<file path="src/rtl/pc_fetch_unit.sv">
`default_nettype none
// ============================================================================
//  Module      : pc_fetch_unit
//  Description : Program counter and instruction-fetch stage. Fetches one
//                instruction per req/ack handshake, holds it for an execute
//                window, then advances the PC using the controller's
//                {jr, j, branch} select. Counts retired instructions.
//  Revision    : 1.0 - initial release
// ============================================================================
module pc_fetch_unit #(
  parameter logic [31:0] RESET_PC = 32'h0000_0000,
  parameter int          CNT_W    = 32
) (
  input  logic             clk,
  input  logic             rst_n,
  output logic             o_imem_req,
  output logic [31:0]      o_imem_addr,
  input  logic             i_imem_ack,
  input  logic [31:0]      i_imem_rdata,
  output logic [31:0]      o_instr,
  output logic             o_instr_valid,
  input  logic             i_hold,
  input  logic [2:0]       i_pc_next_c,
  input  logic [31:0]      i_imm_ext,
  input  logic [31:0]      i_jr_addr,
  output logic [31:0]      o_pc,
  output logic [31:0]      o_pc_plus4,
  output logic             o_addr_err,
  output logic [CNT_W-1:0] o_retired_cnt
);

  typedef enum logic [1:0] {
    IDLE  = 2'd0,
    FETCH = 2'd1,
    EXEC  = 2'd2
  } state_t;

  state_t           r_state;
  logic [31:0]      r_pc;
  logic [31:0]      r_instr;
  logic             r_imem_req;
  logic             r_instr_valid;
  logic             r_addr_err;
  logic [CNT_W-1:0] r_retired_cnt;

  logic [31:0]      w_pc_plus4;
  logic [31:0]      w_next_pc;
  logic             w_jr_misaligned;

  assign w_pc_plus4      = r_pc + 32'd4;
  assign w_jr_misaligned = i_pc_next_c[2] && (i_jr_addr[1:0] != 2'b00);

  // Next-PC select: jr has highest priority, then j, then branch, else +4.
  always_comb begin
    w_next_pc = w_pc_plus4;
    if (i_pc_next_c[2]) begin
      w_next_pc = {i_jr_addr[31:2], 2'b00};
    end else if (i_pc_next_c[1]) begin
      w_next_pc = {w_pc_plus4[31:28], r_instr[25:0], 2'b00};
    end else if (i_pc_next_c[0]) begin
      w_next_pc = w_pc_plus4 + (i_imm_ext << 2);
    end
  end

  // Fetch/execute sequencer with all registered outputs.
  always_ff @(posedge clk or negedge rst_n) begin
    if (!rst_n) begin
      r_state       <= IDLE;
      r_pc          <= RESET_PC;
      r_instr       <= 32'd0;
      r_imem_req    <= 1'b0;
      r_instr_valid <= 1'b0;
      r_addr_err    <= 1'b0;
      r_retired_cnt <= '0;
    end else begin
      // addr_err is a single-cycle pulse unless re-armed below.
      r_addr_err <= 1'b0;
      case (r_state)
        IDLE: begin
          r_imem_req <= 1'b1;
          r_state    <= FETCH;
        end
        FETCH: begin
          if (i_imem_ack) begin
            r_instr       <= i_imem_rdata;
            r_instr_valid <= 1'b1;
            r_imem_req    <= 1'b0;
            r_state       <= EXEC;
          end
        end
        EXEC: begin
          if (!i_hold) begin
            r_pc          <= w_next_pc;
            r_retired_cnt <= r_retired_cnt + 1'b1;
            r_instr_valid <= 1'b0;
            r_imem_req    <= 1'b1;
            r_addr_err    <= w_jr_misaligned;
            r_state       <= FETCH;
          end
        end
        default: begin
          r_imem_req    <= 1'b0;
          r_instr_valid <= 1'b0;
          r_state       <= IDLE;
        end
      endcase
    end
  end

  assign o_imem_req    = r_imem_req;
  assign o_imem_addr   = r_pc;
  assign o_instr       = r_instr;
  assign o_instr_valid = r_instr_valid;
  assign o_pc          = r_pc;
  assign o_pc_plus4    = w_pc_plus4;
  assign o_addr_err    = r_addr_err;
  assign o_retired_cnt = r_retired_cnt;

endmodule
`default_nettype wire

</file>
<file path="config.mk">
export PLATFORM = sky130hd
export DESIGN_NAME = pc_fetch_unit
export DESIGN_NICKNAME = d
export VERILOG_FILES = /design/src/rtl/pc_fetch_unit.sv
export SDC_FILE = /design/constraint.sdc
export NUM_CORES = 1
export LEC_CHECK = 0
export BUFFER_PORTS_ARGS = -buffer_cell sky130_fd_sc_hd__buf_2
export CAP_MARGIN = 20
export CELL_PAD_IN_SITES_DETAIL_PLACEMENT = 0
export CELL_PAD_IN_SITES_GLOBAL_PLACEMENT = 1
export CORE_MARGIN = 10
export CORE_UTILIZATION = 41
export CTS_BUF_LIST = sky130_fd_sc_hd__clkbuf_4 sky130_fd_sc_hd__clkbuf_8
export DETAILED_ROUTE_END_ITERATION = 12
export GPL_ROUTABILITY_DRIVEN = 0
export PLACE_DENSITY = 0.95
export SLEW_MARGIN = 20
export SYNTH_ARGS = -nofsm -noshare
export SYNTH_HDL_FRONTEND = slang
export SYNTH_SLANG_ARGS = --single-unit
</file>
<file path="constraint.sdc">
create_clock -name clk -period 5.53 [get_ports clk]
set_clock_uncertainty 0.05 [all_clocks]
set_input_delay 0 -clock clk [delete_from_list [all_inputs] [get_ports clk]]
set_output_delay 0 -clock clk [all_outputs]
set_load 0.1 [all_outputs]
</file>
==> results.md, run 1 <==
- # resized after CTS: 0
- Latest clock arrival within the worst-skew pair: about 400 ps
- Fmax: ~250 MHz
- Total GRT Usage: 0.216
- Required @ worst endpoint: around 5800 ps
- Status: complete, no violations
- Setup CP Type: flip-flop to flip-flop
- Share of layout cells above drive strength 1: 0.316
- CP Launch Point: o_imem_addr[7]
- Worst setup path end: o_imem_addr[31]
- Yosys Warn Count: 0
- Crit. End Element: flip-flop
- Area grow syn2layout: 30.9%
- WL final: roughly 25 mm
- Synth area leader: dfrtp_1
- Syn Area/Cell: a little over 9 sq um
- Flops & latches, synth: 98
- CTS max path bufs: 2
- Area of the core: about 17,000 sq um
- Clock transition at the registers of the reported paths: ~120 ps
- Multiplexer share of the synthesized area: 0.0749
- Fillers: roughly 1,600
- Vias in the first global route: 7,360
- Max-slew violation count: 0
- Reg2Reg Setup Slack: ~1500 ps
- Complex-gate fraction of the synthesized area: 0.178
- Worst R2R Start: o_imem_addr[7]
- Die area: 22,900 sq um
- Root buf cell: clkbuf_8
- Adder-cell share of the synthesized area: 0.0682
- # port buffers: approximately 260
- Worst-path fanout max: 8
- Final Worst Setup Slack: ~1500 ps
- First-pass GRT wire length: 39.3 mm
- Area of placed instances: roughly 8400 sq um
- GRT overflow: 0
- Post-Syn Area: around 7100 sq um
- Min cycle time layout: roughly 4000 ps
- Place WS: roughly 1600 ps
- Final worst path period share: 0.726
- Startpoint types: flip-flop
- Drt wl/cell: 19.4 microns
- Unrepaired setup endpoints after global routing: no
- MaxCap Viol Count: 0
- Die width: approximately 150 microns
- Design Area, Final: ~9300 sq um
- Synth top area share: 0.346
- Post-Synth Simple-Gate Area: 0.174
- Clock sinks: between 90 and 100
- Largest cells by area after synthesis: dfrtp_1 (35%), xnor2_1 (6.7%), ha_1 (6.5%)
- Drt via density: roughly 5.4
- Pin count of the biggest net entering global routing: 55
- CTS tree: built
- Vias: approximately 7,000
- Final Hold Vio Count: 0
- Post-synth EDFFs: 0
- Initial antenna violation count: 1
- Slew margin rel.: 0.333
- Yosys cell types: 71
- Die Y: 151 microns
- Main combinational cell family by area after synthesis: compound AO/OA/AOI/OAI gates
- HPWL Detailed: approximately 19 mm
- Worst r2r dst: o_imem_addr[31]
- Final Non-Filler Cells: 1,291
- Hold Path Class: input port to flip-flop
- Htree depth: 3
- Post-synthesis xor/xnor area fraction: 0.0989
- Inst Count DP: about 1,200
- Remaining DRCs: 0
- Post-synthesis instance total: between 700 and 800
- TritonRoute pass-1 iters: 5
- Setup_tns: 0 ps
- Io pins: 266
- Synth Flop Type: dfrtp_1
- Cts bufs inserted: 9
- Tightest Pin Transition: about 1000 ps
- Sequential element share of the synthesized area: 0.346
- Initial core utilization: 0.414
- # nets final: 1,201
- Setup Viol. Count Final: 0
- Async SR Flop Fraction: 1.00
- Worst Reg-to-Reg Cells: 15
- Crit path arrival time: about 4300 ps
- ANT nets after route: 0
- DRT iter0 DRCs: 491
- # rows: between 40 and 50
-- cell usage after synthesis, types with 4 or more instances --
library cell	number
nand4_1	15
xor2_1	26
dfrtp_1	98
o211ai_1	6
xnor2_1	54
o311a_1	4
o21a_1	4
nor3_1	7
and4_1	7
and3_1	22
buf_1	5
o21ai_0	16
mux2_2	32
a211oi_1	13
inv_1	10
nor2_1	56
nand2_1	77
a21o_1	18
o21ai_1	27
mux2i_1	17
nor2b_1	5
nand3_1	33
a31oi_1	4
clkbuf_1	22
ha_1	37
a21oi_1	60
buf_4	36
-- placed cells by master (no fill, tap or decap), types with 5 or more instances in the layout --
| master | count |
|---|---|
| mux2_2 | 32 |
| conb_1 | 6 |
| a21oi_1 | 60 |
| clkbuf_8 | 9 |
| and4_1 | 7 |
| nor2_1 | 56 |
| nand2_1 | 77 |
| nor2b_1 | 5 |
| o211ai_1 | 6 |
| inv_1 | 10 |
| o21ai_0 | 16 |
| nor3_1 | 7 |
| xnor2_2 | 7 |
| nand4_1 | 15 |
| buf_2 | 256 |
| dfrtp_1 | 98 |
| xor2_1 | 24 |
| o21ai_1 | 27 |
| a21o_1 | 18 |
| ha_1 | 37 |
| dlygate4sd3_1 | 65 |
| a211oi_1 | 13 |
| xnor2_1 | 47 |
| and3_1 | 22 |
| nand3_1 | 33 |
| mux2i_1 | 17 |
| buf_4 | 8 |
-- area by class of cell --
cell class	instances	area (sq um)	area share
multi-input cells	611	4300	0.464
flip-flops and latches	98	2450	0.264
repair buffers	329	1990	0.215
well taps	225	282	0.0304
clock buffers	9	124	0.0134
clock inverters	7	78.8	0.00850
inverters	11	41.3	0.00445
diodes	1	2.50	0.000270
-- how the worst min path moves through the flow --
stage / from / endpoint / cells after the start
floorplan: rst_n / o_addr_err / 0
global placement: rst_n / o_retired_cnt[13] / 1
detailed placement: rst_n / o_retired_cnt[13] / 1
CTS: i_imm_ext[19] / o_imem_addr[21] / 4
global route: i_imm_ext[19] / o_imem_addr[21] / 4
finish: i_imm_ext[19] / o_imem_addr[21] / 4
-- critical path, cell delays in order, from the launching register on --
cell and delay (ps):
dfrtp_1 500, and4_1 340, nand4_2 200, or3_4 450, inv_2 60, nand2_1 80, xnor2_2 180, ha_1 390
a21oi_1 160, a31oi_1 230, or3b_1 420, o31ai_4 300, nand3_1 130, nand3_1 150, mux2i_1 210, nand3_1 80
-- per-stage QoR --
stage | hold WS (ps) | util
6_report | 77.4 | 0.542
5_1_grt | 86.9 | 0.542
3_3_place_gp | 5.07 | 0.492
3_5_place_dp | 9.22 | 0.492
4_1_cts | 46.4 | 0.542
2_1_floorplan | -346 | -
-- cell families after synthesis --
group	Yosys count
other	1
XOR/XNOR	80
adder cells (fa/ha/maj)	38
multiplexers	49
buffers and inverters	76
AO/OA/AOI/OAI	189
AND/OR/NAND/NOR	249
flip-flops	98
-- metal layers --
metal | routed length (microns) | GRT usage
met3 | 2170 | 0.0535
met5 | 0 | 0
met2 | 12300 | 0.369
met1 | 10100 | 0.259
met4 | 546 | 0.0765
-- registers in the layout (all words and copies together) (netlist names) --
signal and cells:
o_instr 32, o_addr_err 1, o_retired_cnt 32, o_imem_req 1, o_instr_valid 1, o_imem_addr 30
r_state 1
-- repair_timing --
| action | in CTS | in global routing |
|---|---|---|
| hold buffers | 65 | 0 |
| endpoints found under the hold margin | 107 | 0 |
| buffers inserted | 0 | 0 |
Power of run 1 is not shown: default switching activity piles up to over one toggle a cycle in this logic, so the estimate is an artifact.
==> run 2: changes to the inputs <==
--- a/config.mk
+++ b/config.mk
@@ -10,11 +10,11 @@
 export CELL_PAD_IN_SITES_DETAIL_PLACEMENT = 0
 export CELL_PAD_IN_SITES_GLOBAL_PLACEMENT = 1
 export CORE_MARGIN = 10
-export CORE_UTILIZATION = 41
+export CORE_UTILIZATION = 34
 export CTS_BUF_LIST = sky130_fd_sc_hd__clkbuf_4 sky130_fd_sc_hd__clkbuf_8
 export DETAILED_ROUTE_END_ITERATION = 12
 export GPL_ROUTABILITY_DRIVEN = 0
-export PLACE_DENSITY = 0.95
+export PLACE_DENSITY = 0.9
 export SLEW_MARGIN = 20
 export SYNTH_ARGS = -nofsm -noshare
 export SYNTH_HDL_FRONTEND = slang
==> constraint.sdc (replaced) <==
create_clock -name clk -period 3.29 [get_ports clk]
set_clock_uncertainty 0.05 [all_clocks]
set_input_delay 0 -clock clk [delete_from_list [all_inputs] [get_ports clk]]
set_output_delay 0 -clock clk [all_outputs]
set_load 0.1 [all_outputs]
==> run 2 against run 1 <==
Net effect:
- the run now ends with setup timing left
- final cell count rose by 14%
- highest routed layer unchanged
- worst hold slack worse by 1.8 ps
- sequential cell count unchanged
- fmax rose by 16%
- sequential share of layout area down 4.3 points
- largest cell class unchanged
==> results.md, run 2 (same netlist as run 1, synthesis figures left out) <==
- Crit path max-delay family: simple AND/OR/NAND/NOR gates (unchanged)
- Tightest Pin Transition: 1000 ps (was 997 ps)
- HPWL Detailed: 22.6 mm (was 19.2 mm)
- Crit. End Element: flip-flop (unchanged)
- ANT nets after route: 0 (unchanged)
- Die area: 27,000 sq um (was 22,900 sq um)
- Setup Viol. Count Final: 10 (was 0)
- Area grow syn2layout: 61.3% (was 30.9%)
- TritonRoute pass-1 iters: 5 (unchanged)
- Htree depth: 3 (unchanged)
- Worst path slowest cell: or3_4 (was dfrtp_1)
- Root buf cell: clkbuf_8 (unchanged)
- Cts bufs inserted: 9 (unchanged)
- Io pins: 266 (unchanged)
- Commonest non-fill, non-tap cell in the layout: buf_2 (unchanged)
- Final Hold Vio Count: 0 (unchanged)
- Startpoint types: flip-flop (unchanged)
- Pin count of the biggest net entering global routing: 76 (was 55)
- Failing checks: setup timing
- CP dominant cell by count: nand2_4 (was nand3_1)
- Initial core utilization: 0.348 (was 0.414)
- Setup CP Type: flip-flop to flip-flop (unchanged)
- Min cycle time layout: 3450 ps (was 4020 ps)
- Slew margin rel.: 0.333 (about the same)
- # nets final: 1,335 (was 1,201)
- Final Worst Setup Slack: -164 ps (was 1510 ps)
- Initial antenna violation count: 4 (was 1)
- Total GRT Usage: 0.206 (was 0.216)
- Remaining DRCs: 0 (unchanged)
- WL final: 29.0 mm (was 25.1 mm)
- Clock sinks: 98 (unchanged)
- Hold Path Class: input port to flip-flop (unchanged)
- Area of the core: 20,400 sq um (was 17,100 sq um)
- Final Core Density: 0.561 (was 0.542)
- Drt wl/cell: 19.7 microns (was 19.4 microns)
- Status: finished with violations (was complete, no violations)
- Place WS: -240 ps (was 1560 ps)
- Required @ worst endpoint: 3560 ps (was 5770 ps)
- Unrepaired setup endpoints after global routing: yes (was no)
- Drt via density: 5.17 (was 5.41)
- Setup_tns: -659 ps (was 0 ps)
- Crit path arrival time: 3720 ps (was 4260 ps)
- MaxCap Viol Count: 0 (unchanged)
- DRT iter0 DRCs: 399 (was 491)
- Vias in the first global route: 7,730 (was 7,360)
- # port buffers: 257 (unchanged)
- # rows: 52 (was 48)
- Vias: 7,609 (was 6,980)
- CTS tree: built (unchanged)
- Cell Chain, Critical Path: and4_4 -> nand4_4 -> or3_4 -> inv_4 -> nand2_4 -> xnor2_4 -> ha_4 -> nand2_4 -> a31oi_4 -> or3b_4 -> o31ai_4 -> buf_4 -> xnor2_2 -> a211o_1 -> nand3_1 (was and4_1 -> nand4_2 -> or3_4 -> inv_2 -> nand2_1 -> xnor2_2 -> ha_1 -> a21oi_1 -> a31oi_1 -> or3b_1 -> o31ai_4 -> nand3_1 -> nand3_1 -> mux2i_1 -> nand3_1)
- CTS max path bufs: 2 (unchanged)
- Worst-path fanout max: 5 (was 8)
- Worst Path Buf+Inv: 2 (was 1)
- Clock transition at the registers of the reported paths: 110 ps (was 120 ps)
- Max-slew violation count: 0 (unchanged)
- First-pass GRT wire length: 43.7 mm (was 39.3 mm)
- Die width: 164 microns (was 151 microns)
- Share of layout cells above drive strength 1: 0.496 (was 0.316)
- Critical Path Max Stage Delay: 440 ps (was 500 ps)
- Most frequent cells in the layout: buf_2 (256), buf_4 (138), dfrtp_1 (74), nand2_1 (71), dlygate4sd3_1 (65) (was buf_2 (256), dfrtp_1 (98), nand2_1 (77), dlygate4sd3_1 (65), a21oi_1 (60))
- Die Y: 164 microns (was 151 microns)
- GRT overflow: 0 (unchanged)
- Latest clock arrival within the worst-skew pair: 380 ps (was 400 ps)
- Final worst path period share: 1.05 (was 0.726)
- Fmax: 289 MHz (was 249 MHz)
-- run 2: what timing repair did --
action,in CTS,in global routing
resized for setup,30,45
pin swaps,28,37
gates cloned,0,0
setup buffers,10,10
endpoints found under the hold margin,136,0
setup endpoints to repair,13,18
hold buffers,65,0
-- run 2: per-stage QoR --
step                area, sq um  cells  hold WS (ps)
floorplan                  7880    785          -346
global placement          10100   1371           171
detailed placement        10100   1371           183
CTS                       11100   1461          45.6
global route              11400   1473          89.2
finish                    11400   1473          75.6
-- run 2: worst paths after layout --
check	start	to	cells past startpoint	slack, ps
hold reg to reg	o_retired_cnt[31]	o_retired_cnt[31]	1	430
setup / recovery	o_imem_addr[8]	o_imem_addr[23]	15	-160
min in group asynchronous	rst_n	o_instr[29]	2	270
hold / removal	i_pc_next_c[0]	o_imem_addr[21]	4	80
max in group asynchronous	rst_n	o_instr[19]	3	2130
setup reg to reg	o_imem_addr[8]	o_imem_addr[23]	15	-160
-- run 2: area by class of cell --
cell class / instances / area, sq um
fillers: 1755 / 8940
inverters: 11 / 43.8
repair buffers: 463 / 3010
multi-input cells: 611 / 5310
flip-flops and latches: 98 / 2520
diodes: 4 / 10.0
clock inverters: 7 / 67.6
clock buffers: 9 / 124
well taps: 270 / 338
-- run 2: tightest hold or removal path, stage by stage --
cell and delay [ps]:
buf_2 110, inv_1 140, a31oi_1 160, o21ai_1 70
-- run 2: routing by layer --
metal / GRT usage / vias to the layer above / share of wire
li1: - / 3616 / -
met1: 0.262 / 3683 / 0.41
met2: 0.341 / 276 / 0.49
met3: 0.0468 / 34 / 0.072
met4: 0.0573 / 0 / 0.021
met5: 0 / - / 0
Power of run 2 is left out for the same reason.
